## src/rtl/control_sequencer.sv

```systemverilog
// Microcoded control sequencer for a small 8-bit bus CPU: a step counter plus a halt
// flag, with every control strobe decoded combinationally from step, opcode and flags.
module control_sequencer #(
    parameter int NUM_STEPS = 5
) (
    input  logic       clk,
    input  logic       rst,
    input  logic [3:0] opcode,
    input  logic       carry_flag,
    input  logic       zero_flag,
    output logic       pc_out,
    output logic       pc_inc,
    output logic       pc_jump,
    output logic       mar_in,
    output logic       ram_in,
    output logic       ram_out,
    output logic       ir_in,
    output logic       ir_out,
    output logic       a_in,
    output logic       a_out,
    output logic       b_in,
    output logic       alu_out,
    output logic       sub,
    output logic       flags_in,
    output logic       out_in,
    output logic       halt,
    output logic [2:0] step
);

    typedef enum logic [3:0] {
        OP_NOP = 4'b0000,
        OP_LDA = 4'b0001,
        OP_ADD = 4'b0010,
        OP_SUB = 4'b0011,
        OP_STA = 4'b0100,
        OP_LDI = 4'b0101,
        OP_JMP = 4'b0110,
        OP_JC  = 4'b0111,
        OP_JZ  = 4'b1000,
        OP_OUT = 4'b1110,
        OP_HLT = 4'b1111
    } opcode_e;

    localparam logic [2:0] LAST_STEP = 3'(NUM_STEPS - 1);

    logic [2:0] r_step;
    logic       r_halted;

    // Halting lands on step 3 because the counter still advances on the HLT edge.
    always_ff @(posedge clk or negedge rst) begin
        if (!rst) begin
            r_step   <= 3'd0;
            r_halted <= 1'b0;
        end else if (!r_halted) begin
            if (r_step == 3'd2 && opcode == OP_HLT)
                r_halted <= 1'b1;
            r_step <= (r_step == LAST_STEP) ? 3'd0 : r_step + 3'd1;
        end
    end

    assign step = r_step;
    assign halt = r_halted;

    always_comb begin
        pc_out   = 1'b0;
        pc_inc   = 1'b0;
        pc_jump  = 1'b0;
        mar_in   = 1'b0;
        ram_in   = 1'b0;
        ram_out  = 1'b0;
        ir_in    = 1'b0;
        ir_out   = 1'b0;
        a_in     = 1'b0;
        a_out    = 1'b0;
        b_in     = 1'b0;
        alu_out  = 1'b0;
        sub      = 1'b0;
        flags_in = 1'b0;
        out_in   = 1'b0;
        if (!r_halted) begin
            case (r_step)
                3'd0: begin
                    pc_out = 1'b1;
                    mar_in = 1'b1;
                end
                3'd1: begin
                    ram_out = 1'b1;
                    ir_in   = 1'b1;
                    pc_inc  = 1'b1;
                end
                3'd2: begin
                    case (opcode)
                        OP_LDA, OP_ADD, OP_SUB, OP_STA: begin
                            ir_out = 1'b1;
                            mar_in = 1'b1;
                        end
                        OP_LDI: begin
                            ir_out = 1'b1;
                            a_in   = 1'b1;
                        end
                        OP_JMP: begin
                            ir_out  = 1'b1;
                            pc_jump = 1'b1;
                        end
                        // Flags are looked at only here, straight from the inputs.
                        OP_JC: begin
                            ir_out  = 1'b1;
                            pc_jump = carry_flag;
                        end
                        OP_JZ: begin
                            ir_out  = 1'b1;
                            pc_jump = zero_flag;
                        end
                        OP_OUT: begin
                            a_out  = 1'b1;
                            out_in = 1'b1;
                        end
                        default: ;
                    endcase
                end
                3'd3: begin
                    case (opcode)
                        OP_LDA: begin
                            ram_out = 1'b1;
                            a_in    = 1'b1;
                        end
                        OP_ADD, OP_SUB: begin
                            ram_out = 1'b1;
                            b_in    = 1'b1;
                        end
                        OP_STA: begin
                            a_out  = 1'b1;
                            ram_in = 1'b1;
                        end
                        default: ;
                    endcase
                end
                3'd4: begin
                    if (opcode == OP_ADD || opcode == OP_SUB) begin
                        alu_out  = 1'b1;
                        a_in     = 1'b1;
                        flags_in = 1'b1;
                        sub      = (opcode == OP_SUB);
                    end
                end
                default: ;
            endcase
        end
    end

endmodule

```

## config.mk

```make
export PLATFORM = sky130hd
export DESIGN_NAME = control_sequencer
export DESIGN_NICKNAME = d
export VERILOG_FILES = /design/src/rtl/control_sequencer.sv
export SDC_FILE = /design/constraint.sdc
export NUM_CORES = 1
export LEC_CHECK = 0
export CAP_MARGIN = 20
export CORE_UTILIZATION = 38
export DETAILED_ROUTE_END_ITERATION = 16
export GPL_ROUTABILITY_DRIVEN = 0
export PLACE_DENSITY_LB_ADDON = 0.05
export SLEW_MARGIN = 20
export SYNTH_ARGS = -nofsm -noshare
export SYNTH_HDL_FRONTEND = slang
export SYNTH_SLANG_ARGS = --single-unit
export TNS_END_PERCENT = 10
```

## constraint.sdc

```tcl
create_clock -name clk -period 2.3 [get_ports clk]
set_input_delay 0.46 -clock clk [delete_from_list [all_inputs] [get_ports clk]]
set_output_delay 0.46 -clock clk [all_outputs]
set_load 0.01 [all_outputs]
```

* Word-level counts from Yosys, hierarchy flattened
Index checks and enable logic that the tools add are counted.
** Word-level totals
- Bits in registers :: 4
- Input port bits :: 8
- Output and inout port bits :: 19
- Logic and storage cells :: 64
** Operators by class
- $add $sub $neg :: 1
- Eq/ne operators :: 14
- Muxes and demuxes :: 40
- Reduce and logical (&&, ||, !) cells :: 7
** Operators by type and width (number)
- 1-bit two-way mux :: 34
- 4-bit by 3-bit == test with 1-bit output (second input constant) :: 4
- 4-bit == test (second input constant) :: 3
- 4-bit by 2-bit == test with 1-bit output (second input constant) :: 2
- 8-bit OR reduction :: 1
- 3-bit by 2-bit == test with 1-bit output (second input constant) :: 2
- 1-bit case mux with 2 select lines :: 3
- 1-bit case mux with 3 select lines :: 2
- 4-bit by 1-bit == test with 1-bit output (second input constant) :: 1
- 4-bit OR reduction :: 1
- 3-bit by 1-bit adder with 3-bit output (second input constant) :: 1
- 3-bit by 1-bit == test with 1-bit output (second input constant) :: 1
- 3-bit == test (second input constant) :: 1
- 3-bit logical NOT :: 1
- 3-bit two-way mux :: 1
- 3-bit OR reduction :: 1
- 2-bit OR reduction :: 1
- 1-bit logical AND :: 1
- 1-bit logical OR :: 1

* Logic depth before layout (Yosys ltp)
Gate-level depths: netlist (run 1).
- Depth in word-level cells :: 5
- Mapped depth :: 5
- Mapped depth without buffers :: 5

* Least setup slack after synthesis (run 1)
No wires, ideal clock.
- Kind :: input-to-output
- From :: in opcode[3]
- To :: out flags_in
- Arrival time :: 1539 ps
- Required time :: 1840 ps
- Path slack :: 301 ps
- Stages :: 4
- Path buffers :: 2
- Cell sequence :: buf_2 -> or3b_4 -> nor3_1 -> buf_4
** On the way
- Cells in the longest elaborated chain, start to end :: 5
- Elaborated cells between the ends (all ways) :: 6
- Classes of those cells :: eq/ne: 2; mux: 3; reduce/logical: 1
** Ends and longest elaborated chain
- from (decl) :: line 8 : input logic [3:0] opcode,
- 4-bit by 2-bit == test with 1-bit output :: line 139 : if (opcode == OP_ADD || opcode == OP_SUB) begin
- 1-bit logical OR (*) :: line 139
- 1-bit two-way mux (*) (3 in a row)
- to (decl) :: line 24 : output logic flags_in,
Mark *: on every way between the ends. The rest lies on a longest branch, timed or not.

* Worst setup path after layout (run 1)
- From :: reg r_step[0] (netlist: step[0])
- To :: out a_in
** On the way
- Cells in the longest elaborated chain, start to end :: 3
- Elaborated cells between the ends (all ways) :: 5
- Classes of those cells :: eq/ne: 3; mux: 2
** Ends and longest elaborated chain
- from (decl) :: line 46 : logic [2:0] r_step;
- from (signal assigned) :: line 57 : r_step <= (r_step == LAST_STEP) ? 3'd0 : r_step + 3'd1;
- 3-bit == test / 3-bit by 2-bit == test with 1-bit output (equally long branches) :: line 81 : case (r_step)
- 1-bit case mux with 3 select lines (*) :: line 81
- 1-bit two-way mux (*) :: line 80 : if (!r_halted) begin
- to (decl) :: line 19 : output logic a_in,
Marks and branches as above.

==> flow_summary.toml, run 1 <==
[status]
status = "finished clean"

[finish]
final-seq-area_um2 = 100.1
nets = 119
fill_cells = 110
drive_gt1_share_pct = 37.50
antenna_cells = 0
syn_to_final_growth_pct = 84.67
design_area_um2 = 979.7
multi_input_area_um2 = 441.7

[setup_path]
path_cells = "inv_1 > ha_2 > nand3b_1 > a2111oi_4 > o21a_1 > clkdlybuf4s15_1"
startpoint_type = "flip-flop"
endpoint_kind = "output pin"
cpPeakStageDelay_ns = 0.41
critPathRequiredTime_ns = 1.84
cp-endpoint = "a_in"
cp.arrival_ns = 1.82
timing.critical_path.from = "step[0]"
rr_startpoint = "step[0]"
crit_type = "flip-flop to output pin"
crit_slowest_cell = "dfrtp_1"
crit_fanout = 4
r2r_slack_ns = 0.90
reg2regPathDepth = 6
r2r_end = "halt"

[yosys]
syn_inst = 63
synth_edf_count = 0
synth.area.top_cells = "dfrtp_1 (19%), ha_1 (12%), a211oi_1 (4.2%)"
avgSynthCellArea_um2 = 8.421
yosysTopAreaCell = "dfrtp_1"
ys_seq_elements = 4
ys_seq_area_share_pct = 18.87
ys_async_sr_fraction_pct = 100.0
synthTopCellsByCount = "ha_1 (5), nand2_1 (5)"
synthFlopType = "dfrtp_1"
syn_area_um2 = 530.5
synthDistinctLibCells = 34
syn-num-nets = 76
ys_warn_count = 0
yosysTopAreaCellShare_pct = 18.87

[detailed_routing]
avgRoutedWirePerCell_um = 12.33
vias = 629
drt_first_pass_iters = 3
drc_errors = 0
drt-vias-per-instance = 5.286
ant_nets = 0
routed_wl_um = 1467
drtIter0Drc = 6

[worst_hold_path]
hold_class = "primary input to asynchronous set/reset pin"

[placement]
hpwl_um = 1085
io_buffer_count = 26
placed_cell_area_um2 = 894.6
place_ws_ns = -0.4785

[sta]
final.period_utilization_pct = 99.10
rsz0062_at_grt = "yes"
setup_ws_ns = 0.02067
max_freq_mhz = 438.7
hold_viol_final = 0
skew_ns = 0.0007748
setup_viol = 0
tightest_slew_ns = 0.2960
maxSlewViolCount = 0
slew_headroom_pct = 80.16
fin_crit_ns = 2.279
finalSetupTns_ns = 0

[grt]
grt_pass1_vias = 509
grt_pass1_wl_um = 2125
grt_max_degree = 16
antenna_found_initial = 0
grt_overflow = 0
grtUsageTotal_pct = 20.76

[clock_network]
root_buffer = "clkbuf_4"
clockBufferDepth = 2
clk_pin_slew_worst_paths_ns = 0.04
cts_made_buffers = 3
cts_sinks = 4
clock_latency_ns = 0.24
cts.htree.levels = 1
cts_tree = "built"

[floorplanning]
die_x_um = 39.37
dieArea_um2 = 1550
dieHeight_um = 39.37
core_area_um2 = 1301
rows = 13
start_util_pct = 40.77
num_io_pins = 27

[power_and_ir_drop]
leakagePower_nw = 0.5179
design_power_total_mw = 0.9027
ir_drop_mv = 0.8445
p_per_area_nw_per_um2 = 921.4

[run]
timing.max_cap.violations = 0
## flip-flops by register name, summed over array words and instances (netlist names)
| name | flops |
|---|---|
| step | 3 |
| halt | 1 |
## where the power goes
part	leakage, nW	internal (mW)	switching, mW	total, mW
Clock	0.0138	0.0583	0.0286	0.0869
Combinational	0.455	0.371	0.313	0.684
Sequential	0.0491	0.107	0.0249	0.132
## area by class of cell
cell class	instances	area share [%]
multi-input combinational	50	45.08
timing repair buffer	43	38.95
sequential	4	10.22
clock buffer	3	2.299
tap	15	1.916
inverter	4	1.533
## placed cells by master, fill, tap and decap left out, types with 2 or more instances in the layout
cell and n:
nor3_2 3, and2_1 2, o21bai_1 2, dlygate4sd2_1 10
clkbuf_4 3, o21ai_0 3, a211oi_1 3, o211a_1 2
a21oi_1 2, nor2_1 4, clkdlybuf4s50_1 9, dlymetal6s2s_1 4
inv_1 4, buf_4 17, dfrtp_1 4, ha_1 2
nand2_1 4, ha_2 3
## critical path, delay by kind of cell (launching register included)
kind	cells	cell delay (ns)
buf+inv	2	0.32
fa+ha+maj	1	0.20
simple gates	1	0.14
compound gates	2	0.53
flops	1	0.41
## per-layer routing
layer  up-vias  global-route usage, %  wire length (um)
li1        313                      -                 -
met1       300                  24.40               688
met2        14                  34.58               713
met3         2                  3.409                42
met4         0                  12.93                22
met5         -                      0                 0
## worst min-delay path by stage
stage / from / endpoint / slack [ns] / depth (start not counted)
floorplan: rst / halt / 0.16 / 0
global placement: step[1] / step[1] / 0.59 / 3
detailed placement: step[1] / step[1] / 0.61 / 3
CTS: rst / step[0] / 0.43 / 1
global route: rst / step[0] / 0.43 / 1
finish: rst / step[0] / 0.43 / 1
## cell families (layout without fill, tap and decap cells)
group	after synthesis	after routing	synth area share, %
XOR/XNOR	1	1	1.651
buffers and inverters	9	50	9.431
adder cells (fa/ha/maj)	5	5	11.79
AO/OA/AOI/OAI	16	16	22.88
AND/OR/NAND/NOR	28	28	35.38
flip-flops	4	4	18.87
## what timing repair did
item | CTS | global route
endpoints found under the hold margin | 0 | 0
hold buffers | 0 | 0
setup buffers | 1 | 0
endpoints found under the setup margin | 12 | 7
pin swaps | 2 | 1
gates resized for setup | 23 | 12
## through the flow
stage	std cells	utilization [%]	hold slack, ns
floorplan	63	-	0.1644
global placement	115	68.75	0.5897
detailed placement	115	68.75	0.6068
CTS	119	72.40	0.4265
global route	119	75.29	0.4312
finish	119	75.29	0.4257
No activity file was read; power rests on OpenSTA's default activity.
==> run 2: changes to the inputs <==
--- a/config.mk
+++ b/config.mk
@@ -6,7 +6,9 @@
 export NUM_CORES = 1
 export LEC_CHECK = 0
 export CAP_MARGIN = 20
-export CORE_UTILIZATION = 38
+export CORE_ASPECT_RATIO = 1.1
+export CORE_UTILIZATION = 35
+export CTS_CLUSTER_SIZE = 10
 export DETAILED_ROUTE_END_ITERATION = 16
 export GPL_ROUTABILITY_DRIVEN = 0
 export PLACE_DENSITY_LB_ADDON = 0.05
==> flow_summary.toml, run 2 (synthesis gave the netlist of run 1 again) <==
[detailed_routing]
vias = 624
avgRoutedWirePerCell_um = 11.26
drt-vias-per-instance = 4.992
drtIter0Drc = 9
routed_wl_um = 1407
drc_errors = 0
drt_first_pass_iters = 2
ant_nets = 0

[clock_network]
clockBufferDepth = 2
cts_hold_buf = 0
cts_sinks = 4
cts_tree = "built"
cts.htree.levels = 1
clock_latency_ns = 0.24
cts_made_buffers = 3
clk_pin_slew_worst_paths_ns = 0.04
root_buffer = "clkbuf_4"

[finish]
final-seq-area_um2 = 100.1
largest_reg_flops = 3
nets = 124
syn_to_final_growth_pct = 90.33
antenna_cells = 0
mostFrequentLayoutCell = "buf_4"
fill_cells = 111
final_cell_mix = "buf_4 (22), clkdlybuf4s50_1 (9), dlygate4sd2_1 (8)"
utilization_pct = 72.97
multi_input_area_um2 = 439.2
drive_gt1_share_pct = 39.45

[setup_path]
crit_fanout = 4
critPathRequiredTime_ns = 1.84
crit_type = "flip-flop to output pin"
endpoint_kind = "output pin"
startpoint_type = "flip-flop"
cp.arrival_ns = 1.77

[floorplanning]
core_area_um2 = 1384
rows = 14
die_x_um = 39.12
dieHeight_um = 42.83
num_io_pins = 27
start_util_pct = 38.34
dieArea_um2 = 1676

[grt]
grt_pass1_vias = 564
antenna_found_initial = 0
grt_overflow = 0
grtUsageTotal_pct = 18.18
grt_pass1_wl_um = 2125
grt_max_degree = 12

[power_and_ir_drop]
p_per_area_nw_per_um2 = 945.1
leakagePower_nw = 0.5628
ir_drop_mv = 0.7709
design_power_total_mw = 0.9543

[sta]
fin_crit_ns = 2.230
max_freq_mhz = 448.5
setup_ws_ns = 0.07017
hold_viol_final = 0
holdWs_ns = 0.4243
skew_ns = 0.005402
final.period_utilization_pct = 96.95
setup_viol = 0
slew_headroom_pct = 82.28
finalSetupTns_ns = 0
tightest_slew_ns = 0.2653
maxSlewViolCount = 0

[placement]
io_buffer_count = 26
place_ws_ns = -0.4934
hpwl_um = 1097

[worst_hold_path]
hold_class = "primary input to asynchronous set/reset pin"

[run]
timing.max_cap.violations = 0

[status]
status = "finished clean"
-- run 2: repair_timing --
item                                    4_1_cts  5_1_grt
pin swaps                                     0        4
resized for setup                            21       14
setup buffers                                 1        2
endpoints found under the setup margin       12        7
gates cloned                                  0        0
-- run 2: final timing paths --
kind	slack [ns]	cells after the start	end	from
max in group asynchronous	1.71	1	step[0]	rst
setup reg to reg	0.87	6	halt	step[0]
hold reg to reg	0.65	3	step[1]	step[1]
min in group clk	0.65	3	step[1]	step[1]
hold / removal	0.42	1	halt	rst
setup / recovery	0.07	6	a_out	step[0]
-- run 2: layout make-up --
type                            count  share of cell area [%]
Clock buffer                        3                   2.230
Multi-Input combinational cell     50                   43.49
Tap cell                           16                   1.983
Sequential cell                     4                   9.913
Timing Repair Buffer               48                   40.89
Inverter                            4                   1.487
-- run 2: critical path, cell delays in order (launching register included) --
cell and delay (ns):
dfrtp_1 0.40, inv_1 0.09, ha_2 0.20, nor2b_2 0.18
nand4_1 0.19, a211oi_2 0.23, clkdlybuf4s15_1 0.26
-- run 2: per-stage QoR --
| step | std cells | area [um^2] |
|---|---|---|
| detailed placement | 119 | 918.4 |
| finish | 125 | 1010 |
| global route | 125 | 1010 |
| CTS | 123 | 973.4 |
| global placement | 119 | 918.4 |
| floorplan | 63 | 530.5 |
-- run 2: routing by layer --
metal  vias to the layer above  wire, um  track usage [%]
met5                         -         0                0
met4                         0         0            10.34
met3                         0        38            3.141
met2                        12       778            32.00
met1                       292       590            19.16
li1                        320         -                -
-- run 2: power breakdown --
group          leakage [nW]  switching, mW  internal (mW)
clock                0.0138         0.0281         0.0583
combinational         0.500          0.301          0.420
sequential           0.0491         0.0399          0.107
==> run 3: changes to the inputs <==
--- a/config.mk
+++ b/config.mk
@@ -12,7 +12,6 @@
 export DETAILED_ROUTE_END_ITERATION = 16
 export GPL_ROUTABILITY_DRIVEN = 0
 export PLACE_DENSITY_LB_ADDON = 0.05
-export SLEW_MARGIN = 20
 export SYNTH_ARGS = -nofsm -noshare
 export SYNTH_HDL_FRONTEND = slang
 export SYNTH_SLANG_ARGS = --single-unit
==> results of run 3 <==
No change in the layout: final DEF, timing and power equal those of run 2.
